===== src/rtl/instruction_fetch_unit.sv =====
// Instruction fetch stage. Owns the PC, issues word fetches over a valid/ready request port and
// holds the fetched word in an IF/ID register backed by a one-entry skid buffer.
module instruction_fetch_unit #(
   parameter logic [31:0] RESET_PC = 32'h0000_0000,
   parameter logic [31:0] PC_STEP  = 32'd4
) (
   input  logic        clk,
   input  logic        rst_n,
   output logic        imem_req_valid,
   input  logic        imem_req_ready,
   output logic [31:0] imem_addr,
   input  logic        imem_resp_valid,
   input  logic [31:0] imem_resp_data,
   input  logic        stall,
   input  logic        redirect_valid,
   input  logic [31:0] redirect_pc,
   output logic        if_valid,
   output logic [31:0] if_instr,
   output logic [31:0] if_pc,
   output logic [31:0] if_pc_plus4,
   output logic [5:0]  opcode,
   output logic [5:0]  funct
);

   localparam logic [31:0] ResetPcAligned = {RESET_PC[31:2], 2'b00};

   typedef enum logic [1:0] {StReq, StWait, StDrop} state_t;

   state_t      state_q, state_d;
   logic [31:0] pc_q, pc_d;
   logic [31:0] req_pc_q, req_pc_d;
   logic        skid_valid_q, skid_valid_d;
   logic [31:0] skid_instr_q, skid_instr_d;
   logic [31:0] skid_pc_q, skid_pc_d;
   logic        out_valid_q, out_valid_d;
   logic [31:0] out_instr_q, out_instr_d;
   logic [31:0] out_pc_q, out_pc_d;

   logic        req_fire;
   logic        deliver;
   logic        consume;
   logic        outstanding;
   logic [31:0] instr_out;

   // Gated by rst_n so the request line is low for the whole reset interval.
   assign imem_req_valid = rst_n && (state_q == StReq) && !skid_valid_q;
   assign imem_addr      = pc_q;
   assign req_fire       = imem_req_valid && imem_req_ready;
   assign consume        = out_valid_q && !stall;
   // A response landing in the redirect cycle retires the outstanding request by itself.
   assign outstanding    = ((state_q == StWait) || (state_q == StDrop)) && !imem_resp_valid;

   always_comb begin
      state_d  = state_q;
      pc_d     = pc_q;
      req_pc_d = req_pc_q;
      deliver  = 1'b0;
      if (redirect_valid) begin
         pc_d = {redirect_pc[31:2], 2'b00};
         if (req_fire || outstanding) begin
            state_d = StDrop;
         end else begin
            state_d = StReq;
         end
      end else begin
         unique case (state_q)
            StReq: begin
               if (req_fire) begin
                  pc_d     = pc_q + PC_STEP;
                  req_pc_d = pc_q;
                  state_d  = StWait;
               end
            end
            StWait: begin
               if (imem_resp_valid) begin
                  deliver = 1'b1;
                  state_d = StReq;
               end
            end
            StDrop: begin
               if (imem_resp_valid) begin
                  state_d = StReq;
               end
            end
            default: state_d = StReq;
         endcase
      end
   end

   always_comb begin
      out_valid_d  = out_valid_q;
      out_instr_d  = out_instr_q;
      out_pc_d     = out_pc_q;
      skid_valid_d = skid_valid_q;
      skid_instr_d = skid_instr_q;
      skid_pc_d    = skid_pc_q;
      if (redirect_valid) begin
         out_valid_d  = 1'b0;
         out_instr_d  = 32'h0;
         skid_valid_d = 1'b0;
      end else if (consume) begin
         if (skid_valid_q) begin
            out_instr_d  = skid_instr_q;
            out_pc_d     = skid_pc_q;
            skid_valid_d = deliver;
            if (deliver) begin
               skid_instr_d = imem_resp_data;
               skid_pc_d    = req_pc_q;
            end
         end else if (deliver) begin
            out_instr_d = imem_resp_data;
            out_pc_d    = req_pc_q;
         end else begin
            out_valid_d = 1'b0;
            out_instr_d = 32'h0;
         end
      end else if (deliver) begin
         if (!out_valid_q) begin
            out_valid_d = 1'b1;
            out_instr_d = imem_resp_data;
            out_pc_d    = req_pc_q;
         end else begin
            // Output is held by stall; park the word so it is not lost.
            skid_valid_d = 1'b1;
            skid_instr_d = imem_resp_data;
            skid_pc_d    = req_pc_q;
         end
      end
   end

   always_ff @(posedge clk or negedge rst_n) begin
      if (!rst_n) begin
         state_q      <= StReq;
         pc_q         <= ResetPcAligned;
         req_pc_q     <= 32'h0;
         skid_valid_q <= 1'b0;
         skid_instr_q <= 32'h0;
         skid_pc_q    <= 32'h0;
         out_valid_q  <= 1'b0;
         out_instr_q  <= 32'h0;
         out_pc_q     <= 32'h0;
      end else begin
         state_q      <= state_d;
         pc_q         <= pc_d;
         req_pc_q     <= req_pc_d;
         skid_valid_q <= skid_valid_d;
         skid_instr_q <= skid_instr_d;
         skid_pc_q    <= skid_pc_d;
         out_valid_q  <= out_valid_d;
         out_instr_q  <= out_instr_d;
         out_pc_q     <= out_pc_d;
      end
   end

   // Invalid output reads as all-zero, which the decoder treats as sll $0 (a NOP).
   assign instr_out   = out_valid_q ? out_instr_q : 32'h0;
   assign if_valid    = out_valid_q;
   assign if_instr    = instr_out;
   assign if_pc       = out_valid_q ? out_pc_q : 32'h0;
   assign if_pc_plus4 = out_valid_q ? (out_pc_q + 32'd4) : 32'h0;
   assign opcode      = instr_out[31:26];
   assign funct       = instr_out[5:0];

endmodule


===== config.mk =====
export PLATFORM = sky130hd
export DESIGN_NAME = instruction_fetch_unit
export DESIGN_NICKNAME = d
export VERILOG_FILES = /design/src/rtl/instruction_fetch_unit.sv
export SDC_FILE = /design/constraint.sdc
export NUM_CORES = 1
export LEC_CHECK = 0
export BUFFER_PORTS_ARGS = -buffer_cell sky130_fd_sc_hd__buf_2
export CAP_MARGIN = 30
export CORE_ASPECT_RATIO = 0.9
export CORE_MARGIN = 3
export CORE_UTILIZATION = 55
export DETAILED_ROUTE_END_ITERATION = 12
export HOLD_SLACK_MARGIN = 0.06
export PLACE_DENSITY = 0.81
export SLEW_MARGIN = 20
export SYNTH_ARGS = -nofsm -noshare
export SYNTH_HDL_FRONTEND = slang
export SYNTH_SLANG_ARGS = --single-unit
export TNS_END_PERCENT = 5

===== constraint.sdc =====
create_clock -name clk -period 2.7 [get_ports clk]
set_clock_uncertainty 0.15 [all_clocks]
set_input_delay 0 -clock clk [delete_from_list [all_inputs] [get_ports clk]]
set_output_delay 0 -clock clk [all_outputs]
set_load 0.02 [all_outputs]

== Word-level counts from Yosys, hierarchy flattened ==
Index checks and enable logic that the tools add are counted.

* Register bits: 196
* Output and inout bits: 142
* Logic and storage cells: 92

* Muxes and demuxes: 44
* Reductions and logical operators: 27
* Equality and inequality tests: 9
* Bitwise operators: 1
* Add/subtract/negate cells: 2

{| class="wikitable"
|+ Operators by type and width
! kind !! count
|-
| two-way mux 32 bit || 26
|-
| adder 32 x 3 -> 32 bit (second input constant) || 2
|-
| two-way mux 1 bit || 13
|-
| nonzero test 2 bit || 5
|-
| inequality test 3 bit (second input constant) || 3
|-
| two-way mux 2 bit || 4
|-
| AND reduction 2 bit || 4
|-
| AND reduction 4 bit || 2
|-
| AND reduction 3 bit || 2
|-
| nonzero test 3 bit || 2
|-
| logical AND 1 bit || 5
|-
| one-hot mux 2 bit (2 select lines) || 1
|-
| logical NOT 1 bit || 3
|-
| inequality test 3 x 1 -> 1 bit (second input constant) || 1
|-
| inequality test 3 x 2 -> 1 bit (second input constant) || 1
|-
| == test 2 x 1 -> 1 bit (second input constant) || 1
|-
| == test 2 bit (second input constant) || 1
|-
| logical NOT 2 bit || 1
|-
| logical OR 1 bit || 2
|-
| inequality test 2 x 1 -> 1 bit (second input constant) || 1
|-
| inequality test 2 bit (second input constant) || 1
|-
| OR reduction 2 bit || 1
|-
| inverter 1 bit || 1
|}

== Logic depth before layout (Yosys ltp) ==
Gate-level depths: netlist (run 1).

* Depth after elaboration: 7
* Mapped depth: 9
* Gate-level depth less buffers: 7

== Worst setup path after synthesis (run 1) ==
Ideal clock, no wire load.

* Path type: flip-flop to flip-flop
* From: register state_q[0]
* To: register req_pc_q[10]
* Setup time: 125 ps
* Data arrival time: 1,777 ps
* Data required time: 2,425 ps
* Period minus slack after synthesis: 2,052 ps
* Path buffers: 1
* Setup slack: 648 ps
* Cell stages (with the launch flop): 9
* Cells stage by stage: dfrtp_1 > inv_1 > ha_1 > nand2_1 > nor2_1 > nand2_1 > nor2_1 > buf_2 > mux2_2

* Cells in the longest elaborated chain, start to end: 5

{| class="wikitable"
|+ Ends and longest elaborated chain
! element !! line !! RTL
|-
| start, declared || 29 || <nowiki>state_t state_q, state_d;</nowiki>
|-
| start signal, assigned || 133 || <nowiki>state_q <= StReq;</nowiki>
|-
| start signal, assigned || 143 || <nowiki>state_q <= state_d;</nowiki>
|-
| logical NOT 2 bit || 46 || <nowiki>assign imem_req_valid = rst_n && (state_q == StReq) && !skid_valid_q;</nowiki>
|-
| logical AND 1 bit (2 in a row) || 46 ||
|-
| named net imem_req_valid || 9 || <nowiki>output logic imem_req_valid,</nowiki>
|-
| logical AND 1 bit || 48 || <nowiki>assign req_fire = imem_req_valid && imem_req_ready;</nowiki>
|-
| AND reduction 3 bit (no source line) || - ||
|-
| end signal, assigned || 145 || <nowiki>req_pc_q <= req_pc_d;</nowiki>
|-
| end, declared || 31 || <nowiki>logic [31:0] req_pc_q, req_pc_d;</nowiki>
|}

The timed path passes the listed nets, and every way through them passes these cells.
A chain may end at the register's enable or synchronous reset.

== Final worst setup path (run 1) ==
* From: register out_pc_q[10]
* To: output port if_pc_plus4[21]

* Cells in the longest elaborated chain, start to end: 2

{| class="wikitable"
|+ Ends and longest elaborated chain
! element !! line !! RTL
|-
| start, declared || 37 || <nowiki>logic [31:0] out_pc_q, out_pc_d;</nowiki>
|-
| start signal, assigned || 151 || <nowiki>out_pc_q <= out_pc_d;</nowiki>
|-
| adder 32 x 3 -> 32 bit || 160 || <nowiki>assign if_pc_plus4 = out_valid_q ? (out_pc_q + 32'd4) : 32'h0;</nowiki>
|-
| two-way mux 32 bit || 160 ||
|-
| end, declared || 20 || <nowiki>output logic [31:0] if_pc_plus4,</nowiki>
|}

No other way between the ends.

==> insert_results.sql, run 1 <==
INSERT INTO impl_metrics (metric_group, metric, value, unit) VALUES
('final_layout', 'multi_input_area', '4400', 'um^2'),
('clocking', 'clkTransAtPathRegs', '0.07', 'ns'),
('job', 'maxCapViolations', '0', ''),
('timing', 'worstMarginPinSlew', '0.857', 'ns'),
('timing', 'setup_total_negative_slack', '0', 'ns'),
('detailed_routing', 'vias_per_cell', '5.49', ''),
('logic_synthesis', 'synth_top_family_by_area', 'simple AND/OR/NAND/NOR gates', ''),
('timing', 'grt_setup_unrepaired', 'false', ''),
('timing', 'period_needed', '2.48', 'ns'),
('logic_synthesis', 'post_synth_xor_area_fraction', '5.07', '%'),
('final_layout', 'final-seq-area', '4710', 'um^2'),
('logic_synthesis', 'average_cell_area_after_synthesis', '10.6', 'um^2'),
('worst_setup_path', 'max_stage_delay', '0.56', 'ns'),
('power_and_ir_drop', 'power-per-cell-area', '660', 'nW/um^2'),
('grt', 'first_global_vias', '7085', ''),
('timing', 'finalCritPeriodShare', '92.0', '%'),
('final_layout', 'layoutNonFillerInstCount', '1360', ''),
('detailed_routing', 'route.detailed.drc', '0', ''),
('logic_synthesis', 'netlist_instances', '893', ''),
('power_and_ir_drop', 'cellLeakagePower', '0.00577', 'uW'),
('place', 'placement.io_buffers', '203', ''),
('place', 'dp.cells', '1257', ''),
('worst_setup_path', 'critical_path_required', '2.55', 'ns'),
('logic_synthesis', 'synth_compound_gate_area_share', '8.18', '%'),
('floorplanning', 'row_cnt', '44', ''),
('detailed_routing', 'ant_nets', '0', ''),
('logic_synthesis', 'biggest_area_contributors_in_the_synthesized_netlist', 'dfrtp_1 (50%), mux2_2 (11%), and2_1 (6.0%), o21ai_0 (4.8%), nand2_1 (4.4%)', ''),
('final_layout', 'count_of_nets_after_finishing', '1213', ''),
('worst_setup_path', 'crit_arrival', '2.33', 'ns'),
('floorplanning', 'die_width', '145', 'um'),
('timing', 'timing_hold_violations_final', '0', ''),
('timing', 'maxSlewHeadroom', '42.9', '%'),
('timing', 'finalMaxSlewViolations', '0', ''),
('logic_synthesis', 'post_synth_and_or_nand_nor_area_fraction', '17.6', '%'),
('worst_setup_path', 'cp_max_fo', '9', ''),
('clocking', 'clk_latency', '0.42', 'ns'),
('detailed_routing', 'routed-via-count', '7472', ''),
('worst_setup_path', 'rr_worst_depth', '7', ''),
('worst_setup_path', 'setup.worst_path.end_class', 'primary output', ''),
('grt', 'first_pass_grt_wire_length', '36.3', 'mm'),
('final_layout', 'finish.utilization', '72.1', '%'),
('grt', 'grt-ovfl-total', '0', ''),
('final_layout', 'layout_cell_share_with_drive_strength_beyond_1', '32.6', '%'),
('logic_synthesis', 'register_area_share_after_synthesis', '49.5', '%'),
('grt', 'pin_count_of_the_biggest_net_entering_global_routing', '72', ''),
('place', 'post-dp-hpwl', '15.0', 'mm'),
('floorplanning', 'die_area', '18900', 'um^2'),
('final_layout', 'fill_cells', '1192', ''),
('detailed_routing', 'routed_wl', '23.0', 'mm'),
('clocking', 'cts_num_sinks', '188', ''),
('floorplanning', 'start_util', '57.5', '%'),
('status', 'run_status', 'finished, final reports clean', ''),
('clocking', 'cts_buffer_depth', '2', ''),
('detailed_routing', 'firstDrtPassIters', '5', ''),
('worst_setup_path', 'crit_chain', 'nand4_2 -> nor4_4 -> nand4_1 -> xnor2_1 -> and2_1 -> buf_2', ''),
('detailed_routing', 'routedWlPerCell', '16.9', 'um'),
('floorplanning', 'coreArea', '16500', 'um^2'),
('timing', 'setup-violations-final', '0', ''),
('clocking', 'numCtsBuffers', '17', ''),
('logic_synthesis', 'synth_largest_area_cell', 'dfrtp_1', ''),
('grt', 'global_route.usage.total', '24.4', '%'),
('detailed_routing', 'drt-initial-drc-count', '474', ''),
('final_layout', 'syn2layout_area_growth', '25.4', '%'),
('logic_synthesis', 'yosys_warnings', '0', ''),
('clocking', 'cts_tree', 'built', ''),
('place', 'gp_routability_congestion', '0.842', ''),
('floorplanning', 'io_pins', '212', ''),
('logic_synthesis', 'muxShareOfSynthArea', '14.4', '%'),
('logic_synthesis', 'synth_fa_ha_area_share', '0.527', '%'),
('timing', 'max_clock_freq', '402', 'MHz'),
('place', 'postPlaceCellArea', '10600', 'um^2');
layout make-up:
type	instances	area share, %
flip-flops and latches	188	39.5
multi-input cells	624	36.9
repair buffers	295	16.1
clock buffers	22	4.15
well taps	207	2.17
clock inverters	10	0.735
inverters	13	0.410
diodes	1	0.0210
layer usage:
layer / global-route usage [%] / up-vias / share of wire (%)
li1: - / 3545 / -
met1: 35.6 / 3634 / 47
met2: 38.0 / 264 / 46
met3: 4.59 / 29 / 5.8
met4: 6.31 / 0 / 1.3
met5: 0 / - / 0
per-stage QoR:
step | hold WS (ns) | total power, uW | setup WS [ns]
global route | 0.165 | 8290 | 0.00144
finish | 0.142 | 7870 | 0.215
floorplan | -0.446 | 4740 | 0.648
detailed placement | -0.314 | 5380 | 0.345
CTS | 0.145 | 7890 | 0.104
global placement | -0.315 | 5280 | 0.389
flip-flops by register name, summed over array words and instances, names as in the netlist:
register and cells:
out_pc_q 30, imem_addr 30, state_q 2, skid_valid_q 1, if_valid 1, out_instr_q 32
skid_pc_q 30, skid_instr_q 32, req_pc_q 30
cells in the mapped netlist (all sizes together):
library cell    n
a22oi          32
and4            6
nand3          18
or2b            1
or3             2
nor2b           5
nand2         112
nand4          17
and4b           1
clkbuf         35
nor2           13
a221o           1
dfrtp         188
and3            5
a21oi           4
conb            1
inv            13
nor3           10
buf            38
mux2i          31
nor4           14
nand2b          2
a31oi           1
a211o           1
xnor2          45
o31ai           1
and2           92
o21ai          95
a22o            1
mux2           94
ha              4
xor2           10
where the power goes:
group | internal (uW) | total [uW] | switching, uW
Clock | 1390 | 2420 | 1030
Sequential | 3330 | 3990 | 661
Combinational | 733 | 1450 | 722
Total | 5460 | 7870 | 2410
timing repair:
item                                    CTS  global route
resized for setup                         0             1
endpoints found under the setup margin    0            15
hold buffers                             69             0
hold endpoints to repair                221             0
buffers inserted                          0             1
kinds of logic (layout without fill, tap and decap cells):
| kind of cell | after synthesis | after routing |
|---|---|---|
| and+or+nand+nor | 298 | 298 |
| xor gates and xnor gates | 55 | 55 |
| muxes | 125 | 125 |
| AOI/OAI and AO/OA | 136 | 136 |
| buffers and inverters | 86 | 340 |
| DFF | 188 | 188 |
| adders and majority gates | 4 | 4 |
| other | 1 | 7 |
critical path, delay by kind of cell, from the launching register on:
kind,cells,cell delay (ns)
flip-flops,1,0.47
XOR/XNOR,1,0.15
buffers and inverters,1,0.15
AND/OR/NAND/NOR,4,1.15
final timing paths:
| check | from | endpoint | slack (ns) |
|---|---|---|---|
| hold / removal | rst_n | imem_addr[29]$_DFFE_PN0P_ | 0.14 |
| max in group asynchronous | rst_n | out_pc_q[8]$_DFFE_PN0P_ | 0.92 |
| setup / recovery | out_pc_q[10]$_DFFE_PN0P_ | if_pc_plus4[21] | 0.22 |
| min in group clk | redirect_pc[7] | imem_addr[7]$_DFFE_PN0P_ | 0.18 |
| hold reg to reg | out_instr_q[5]$_DFFE_PN0P_ | out_instr_q[5]$_DFFE_PN0P_ | 0.32 |
| setup reg to reg | state_q[1]$_DFFE_PN0P_ | imem_addr[22]$_DFFE_PN0P_ | 0.23 |
Note: power is estimated with default switching activity, not from simulation.
==> run 2, diff against run 1 <==
Settings changed: CORE_ASPECT_RATIO 0.9 to 1.75, SKIP_CTS_REPAIR_TIMING from default to 1.
==> insert_results.sql, run 2 (synthesis gave the netlist of run 1 again) <==
INSERT INTO impl_metrics (metric_group, metric, value, unit) VALUES
('worst_setup_path', 'launching_point_of_the_worst_reg2reg_path', 'state_q[1]$_DFFE_PN0P_', ''),
('timing', 'finalCritPeriodShare', '95.5', '%'),
('worst_setup_path', 'crit_chain', 'inv_1 -> ha_1 -> and4b_2 -> buf_4 -> and3_2 -> nand2_1 -> xor2_1 -> o21ai_0 -> dlygate4sd3_1', ''),
('clocking', 'clk_latency', '0.43', 'ns'),
('detailed_routing', 'routedWlPerCell', '16.1', 'um'),
('clocking', 'cts_tree', 'built', ''),
('timing', 'holdWs', '0.161', 'ns'),
('floorplanning', 'row_cnt', '63', ''),
('final_layout', 'multi_input_area', '4400', 'um^2'),
('floorplanning', 'die_width', '105', 'um'),
('floorplanning', 'io_pins', '212', ''),
('timing', 'max_clock_freq', '388', 'MHz'),
('worst_setup_path', 'worst_setup_path_start_kind', 'register', ''),
('power_and_ir_drop', 'max-vdd-ir-drop', '0.000424', 'V'),
('floorplanning', 'die_area', '18900', 'um^2'),
('worst_setup_path', 'max_stage_delay', '0.59', 'ns'),
('detailed_routing', 'ant_nets', '0', ''),
('worst_setup_path', 'cp_max_fo', '7', ''),
('final_layout', 'antenna-diode-count', '0', ''),
('timing', 'period_needed', '2.58', 'ns'),
('floorplanning', 'start_util', '56.1', '%'),
('clocking', 'cts_num_sinks', '188', ''),
('place', 'post-dp-hpwl', '14.5', 'mm'),
('grt', 'pin_count_of_the_biggest_net_entering_global_routing', '181', ''),
('floorplanning', 'coreArea', '16900', 'um^2'),
('worst_setup_path', 'critical_path_required', '2.86', 'ns'),
('timing', 'setup-violations-final', '0', ''),
('detailed_routing', 'drt-initial-drc-count', '343', ''),
('detailed_routing', 'firstDrtPassIters', '6', ''),
('place', 'placement.io_buffers', '203', ''),
('status', 'run_status', 'finished, final reports clean', ''),
('final_layout', 'fill_cells', '1222', ''),
('final_layout', 'count_of_nets_after_finishing', '1228', ''),
('grt', 'first_global_vias', '6718', ''),
('min_path', 'source_of_the_worst_hold_timing_path', 'redirect_pc[20]', ''),
('min_path', 'hold_path_end', 'imem_addr[20]$_DFFE_PN0P_', ''),
('timing', 'worstMarginPinSlew', '0.956', 'ns'),
('final_layout', 'layout_cell_share_with_drive_strength_beyond_1', '31.7', '%'),
('detailed_routing', 'routed-via-count', '7476', ''),
('final_layout', 'reg.largest.list', 'out_instr_q: 32 flops, skid_instr_q: 32 flops', ''),
('grt', 'global_route.usage.total', '22.0', '%'),
('grt', 'grt-ovfl-total', '0', ''),
('final_layout', 'layout.cells.most_common', 'buf_2', ''),
('worst_setup_path', 'crit_arrival', '2.74', 'ns'),
('power_and_ir_drop', 'cellLeakagePower', '0.00586', 'uW'),
('power_and_ir_drop', 'power-per-cell-area', '664', 'nW/um^2'),
('timing', 'timing_hold_violations_final', '0', ''),
('job', 'maxCapViolations', '0', ''),
('timing', 'grt_setup_unrepaired', 'false', ''),
('grt', 'grt_antenna_before_repair', '0', ''),
('min_path', 'hold-path-cell-count', '4', ''),
('worst_setup_path', 'reg2reg_to', 'imem_addr[5]$_DFFE_PN0P_', ''),
('final_layout', 'layout_common_cells', 'buf_2 (202), dfrtp_1 (187), nand2_1 (112)', ''),
('detailed_routing', 'routed_wl', '22.4', 'mm'),
('min_path', 'worstHoldPathType', 'in2reg', ''),
('detailed_routing', 'vias_per_cell', '5.36', ''),
('worst_setup_path', 'setup.worst_path.end_class', 'register', ''),
('timing', 'setup_total_negative_slack', '0', 'ns'),
('worst_setup_path', 'worst-path-buf-inv', '3', ''),
('worst_setup_path', 'critPathKind', 'reg2reg', ''),
('grt', 'first_pass_grt_wire_length', '34.0', 'mm'),
('clocking', 'clkTransAtPathRegs', '0.08', 'ns'),
('clocking', 'cts_buffer_depth', '2', ''),
('timing', 'maxSlewHeadroom', '36.2', '%'),
('worst_setup_path', 'setup.reg_to_reg.worst_slack', '0.12', 'ns'),
('worst_setup_path', 'rr_worst_depth', '9', ''),
('detailed_routing', 'route.detailed.drc', '0', ''),
('floorplanning', 'height_of_the_die', '180', 'um'),
('clocking', 'clock-root-buffer', 'clkbuf_16', ''),
('clocking', 'numCtsBuffers', '17', ''),
('worst_setup_path', 'cp_slowest_cell', 'dlygate4sd3_1', ''),
('clocking', 'h_tree_depth', '4', ''),
('worst_setup_path', 'critical_path.top_delay_family', 'buffers and inverters', ''),
('final_layout', 'final-seq-area', '4710', 'um^2'),
('final_layout', 'syn2layout_area_growth', '28.4', '%'),
('timing', 'finalMaxSlewViolations', '0', ''),
('place', 'gp_routability_congestion', '0.844', '');
[run 2: changes by cell type in the layout (fill, tap and decap cells not counted), moves of 2 or more]
cell,delta
inv_6,+3
buf_4,-7
clkbuf_8,-4
dlygate4sd3_1,+20
bufinv_16,+3
inv_8,+2
clkinv_2,-5
[run 2: cell type report]
type | instances | share of cell area (%)
repair buffers | 310 | 17.3
flip-flops and latches | 188 | 38.6
well taps | 227 | 2.33
multi-input cells | 624 | 36.1
clock inverters | 13 | 1.66
clock buffers | 19 | 3.63
inverters | 13 | 0.400
[run 2: power breakdown]
| part | switching, uW | internal (uW) | total [uW] |
|---|---|---|---|
| logic | 704 | 759 | 1460 |
| clock network | 1120 | 1600 | 2720 |
| registers | 579 | 3330 | 3910 |
| total | 2400 | 5690 | 8090 |
[run 2: worst max path at each step]
stage | start | endpoint | cells past startpoint
detailed placement | state_q[1]$_DFFE_PN0P_ | imem_addr[27]$_DFFE_PN0P_ | 7
global placement | imem_addr[9]$_DFFE_PN0P_ | imem_addr[21]$_DFFE_PN0P_ | 6
floorplan | state_q[0]$_DFFE_PN0P_ | req_pc_q[10]$_DFFE_PN0P_ | 8
finish | state_q[1]$_DFFE_PN0P_ | imem_addr[5]$_DFFE_PN0P_ | 9
CTS | out_pc_q[2]$_DFFE_PN0P_ | if_pc_plus4[26] | 8
global route | state_q[1]$_DFFE_PN0P_ | imem_addr[9]$_DFFE_PN0P_ | 8
[run 2: worst min-delay path: cells and delay by family]
kind | cells | cell delay (ns)
and+or+nand+nor | 1 | 0.04
buffers and inverters | 2 | 0.60
AOI/OAI and AO/OA | 1 | 0.05
[run 2: layer usage]
metal  vias up  GRT usage (%)  wire length (um)
met3        44           3.59               964
li1       3579              -                 -
met5         -              0                 0
met1      3620           27.0              9090
met2       233           39.1             11800
met4         0           6.99               585
[run 2: through the flow]
| step | std cells | area, um^2 | worst slack (ns) | power, uW | utilization, % |
|---|---|---|---|---|---|
| 6_report | 1394 | 12200 | 0.123 | 8090 | 72.0 |
| 5_1_grt | 1394 | 12200 | 0.000413 | 8550 | 72.0 |
| 4_1_cts | 1304 | 11300 | 0.0838 | 8020 | 66.5 |
| 3_5_place_dp | 1272 | 10600 | 0.445 | 5290 | 62.7 |
| 3_3_place_gp | 1272 | 10600 | 0.523 | 5180 | 62.7 |
| 2_1_floorplan | 898 | 9520 | 0.648 | 4740 | - |
==> run 3, diff against run 2 <==
Settings changed: PLACE_DENSITY 0.81 to 0.84.
==> insert_results.sql, run 3 (synthesis gave the netlist of run 1 again) <==
INSERT INTO impl_metrics (metric_group, metric, value, unit) VALUES
('final_layout', 'reg.largest.list', 'out_instr_q: 32 flops, skid_instr_q: 32 flops', ''),
('timing', 'finalMaxSlewViolations', '0', ''),
('floorplanning', 'row_cnt', '63', ''),
('final_layout', 'layout.cells.most_common', 'buf_2', ''),
('detailed_routing', 'firstDrtPassIters', '4', ''),
('grt', 'pin_count_of_the_biggest_net_entering_global_routing', '174', ''),
('clocking', 'h_tree_depth', '4', ''),
('place', 'post-dp-hpwl', '14.5', 'mm'),
('floorplanning', 'die_width', '105', 'um'),
('clocking', 'clk_latency', '0.42', 'ns'),
('clocking', 'cts_buffer_depth', '2', ''),
('detailed_routing', 'routed_wl', '22.1', 'mm'),
('clocking', 'clock-root-buffer', 'clkbuf_16', ''),
('worst_setup_path', 'cp_max_fo', '9', ''),
('worst_setup_path', 'crit_arrival', '2.39', 'ns'),
('timing', 'finalCritPeriodShare', '94.1', '%'),
('worst_setup_path', 'worst_setup_path_start_kind', 'register', ''),
('final_layout', 'layout_cell_share_with_drive_strength_beyond_1', '32.2', '%'),
('detailed_routing', 'drt-initial-drc-count', '353', ''),
('clocking', 'clkTransAtPathRegs', '0.08', 'ns'),
('place', 'placement.io_buffers', '203', ''),
('power_and_ir_drop', 'max-vdd-ir-drop', '0.000404', 'V'),
('final_layout', 'antenna-diode-count', '0', ''),
('floorplanning', 'die_area', '18900', 'um^2'),
('final_layout', 'layout_common_cells', 'buf_2 (202), dfrtp_1 (187), nand2_1 (112)', ''),
('place', 'postPlaceCellArea', '10600', 'um^2'),
('timing', 'maxSlewHeadroom', '40.2', '%'),
('floorplanning', 'start_util', '56.1', '%'),
('worst_setup_path', 'setup.worst_path.end_class', 'primary output', ''),
('detailed_routing', 'routedWlPerCell', '16.1', 'um'),
('grt', 'first_pass_grt_wire_length', '35.1', 'mm'),
('power_and_ir_drop', 'power-per-cell-area', '652', 'nW/um^2'),
('status', 'run_status', 'finished, final reports clean', ''),
('floorplanning', 'io_pins', '212', ''),
('grt', 'first_global_vias', '7080', ''),
('floorplanning', 'coreArea', '16900', 'um^2'),
('final_layout', 'count_of_nets_after_finishing', '1205', ''),
('timing', 'timing_hold_violations_final', '0', ''),
('final_layout', 'final_design_area_no_fill', '11900', 'um^2'),
('final_layout', 'finish.utilization', '70.2', '%'),
('timing', 'period_needed', '2.54', 'ns'),
('worst_setup_path', 'critical_path_required', '2.55', 'ns'),
('grt', 'grt_antenna_before_repair', '0', ''),
('timing', 'max_clock_freq', '394', 'MHz'),
('clocking', 'numCtsBuffers', '17', ''),
('grt', 'grt-ovfl-total', '0', ''),
('final_layout', 'fill_cells', '1223', ''),
('clocking', 'cts_num_sinks', '188', ''),
('detailed_routing', 'routed-via-count', '7315', ''),
('detailed_routing', 'route.detailed.drc', '0', ''),
('detailed_routing', 'vias_per_cell', '5.34', ''),
('power_and_ir_drop', 'total_power', '7750', 'uW'),
('place', 'gp_routability_congestion', '0.860', ''),
('grt', 'global_route.usage.total', '22.5', '%'),
('floorplanning', 'height_of_the_die', '180', 'um'),
('clocking', 'cts_tree', 'built', ''),
('detailed_routing', 'ant_nets', '0', ''),
('final_layout', 'syn2layout_area_growth', '25.2', '%'),
('power_and_ir_drop', 'cellLeakagePower', '0.00574', 'uW'),
('worst_setup_path', 'critPathKind', 'reg2out', ''),
('timing', 'setup_total_negative_slack', '0', 'ns'),
('timing', 'grt_setup_unrepaired', 'false', ''),
('timing', 'worstMarginPinSlew', '0.898', 'ns'),
('job', 'maxCapViolations', '0', ''),
('timing', 'setup-violations-final', '0', ''),
('min_path', 'worstHoldPathType', 'in2reg', '');
[run 3: changes by cell type in the layout (fill, tap and decap cells not counted), sizes merged]
cell | before | now
bufinv | 4 | 0
inv | 19 | 21
clkinv | 2 | 5
buf | 220 | 218
clkbuf | 20 | 19
dlygate4sd3 | 89 | 68
[run 3: metrics by stage]
stage / std cells / worst slack, ns / hold slack (ns)
floorplan: 898 / 0.648 / -0.446
global placement: 1271 / 0.462 / -0.278
detailed placement: 1271 / 0.385 / -0.277
CTS: 1303 / 0.162 / -0.740
global route: 1371 / 0.0256 / 0.167
finish: 1371 / 0.160 / 0.163
[run 3: worst paths after layout]
check,startpoint,endpoint,slack (ns),cells after the start
min in group asynchronous,rst_n,skid_valid_q$_DFFE_PN0P_,0.21,3
worst min-delay path,redirect_pc[11],imem_addr[11]$_DFFE_PN0P_,0.16,4
worst max-delay path,out_pc_q[2]$_DFFE_PN0P_,if_pc_plus4[26],0.16,8
worst min register to register,out_instr_q[2]$_DFFE_PN0P_,out_instr_q[2]$_DFFE_PN0P_,0.32,2
worst max register to register,state_q[1]$_DFFE_PN0P_,imem_addr[27]$_DFFE_PN0P_,0.38,7
max in group asynchronous,rst_n,req_pc_q[9]$_DFFE_PN0P_,1.27,3
[run 3: power breakdown]
group          switching [uW]  internal (uW)  leakage [uW]
Clock                    1180           1260      0.000285
Sequential                583           3330       0.00248
Combinational             689            718       0.00297
Total                    2450           5310       0.00574
[run 3: area by class of cell]
cell class	count	area, um^2	area share, %
clock buffer	18	439	3.69
clock inverter	14	143	1.20
inverter	13	48.8	0.410
multi-input combinational	624	4400	37.0
sequential	188	4710	39.6
tap	227	284	2.39
timing repair buffer	287	1880	15.8
[run 3: critical path, cell delays in order, from the launching register on]
cell and delay (ns):
dfrtp_1 0.47, ha_1 0.30, inv_1 0.10, nor4_4 0.30, buf_4 0.23, nand4_1 0.12
xnor2_1 0.15, and2_1 0.14, buf_2 0.16
[run 3: routing by layer]
layer | global-route usage (%) | vias up | wire, um
met3 | 3.34 | 30 | 861
met4 | 8.41 | 0 | 444
met1 | 27.0 | 3564 | 8860
met2 | 40.4 | 194 | 11900
met5 | 0 | - | 0
li1 | - | 3527 | -
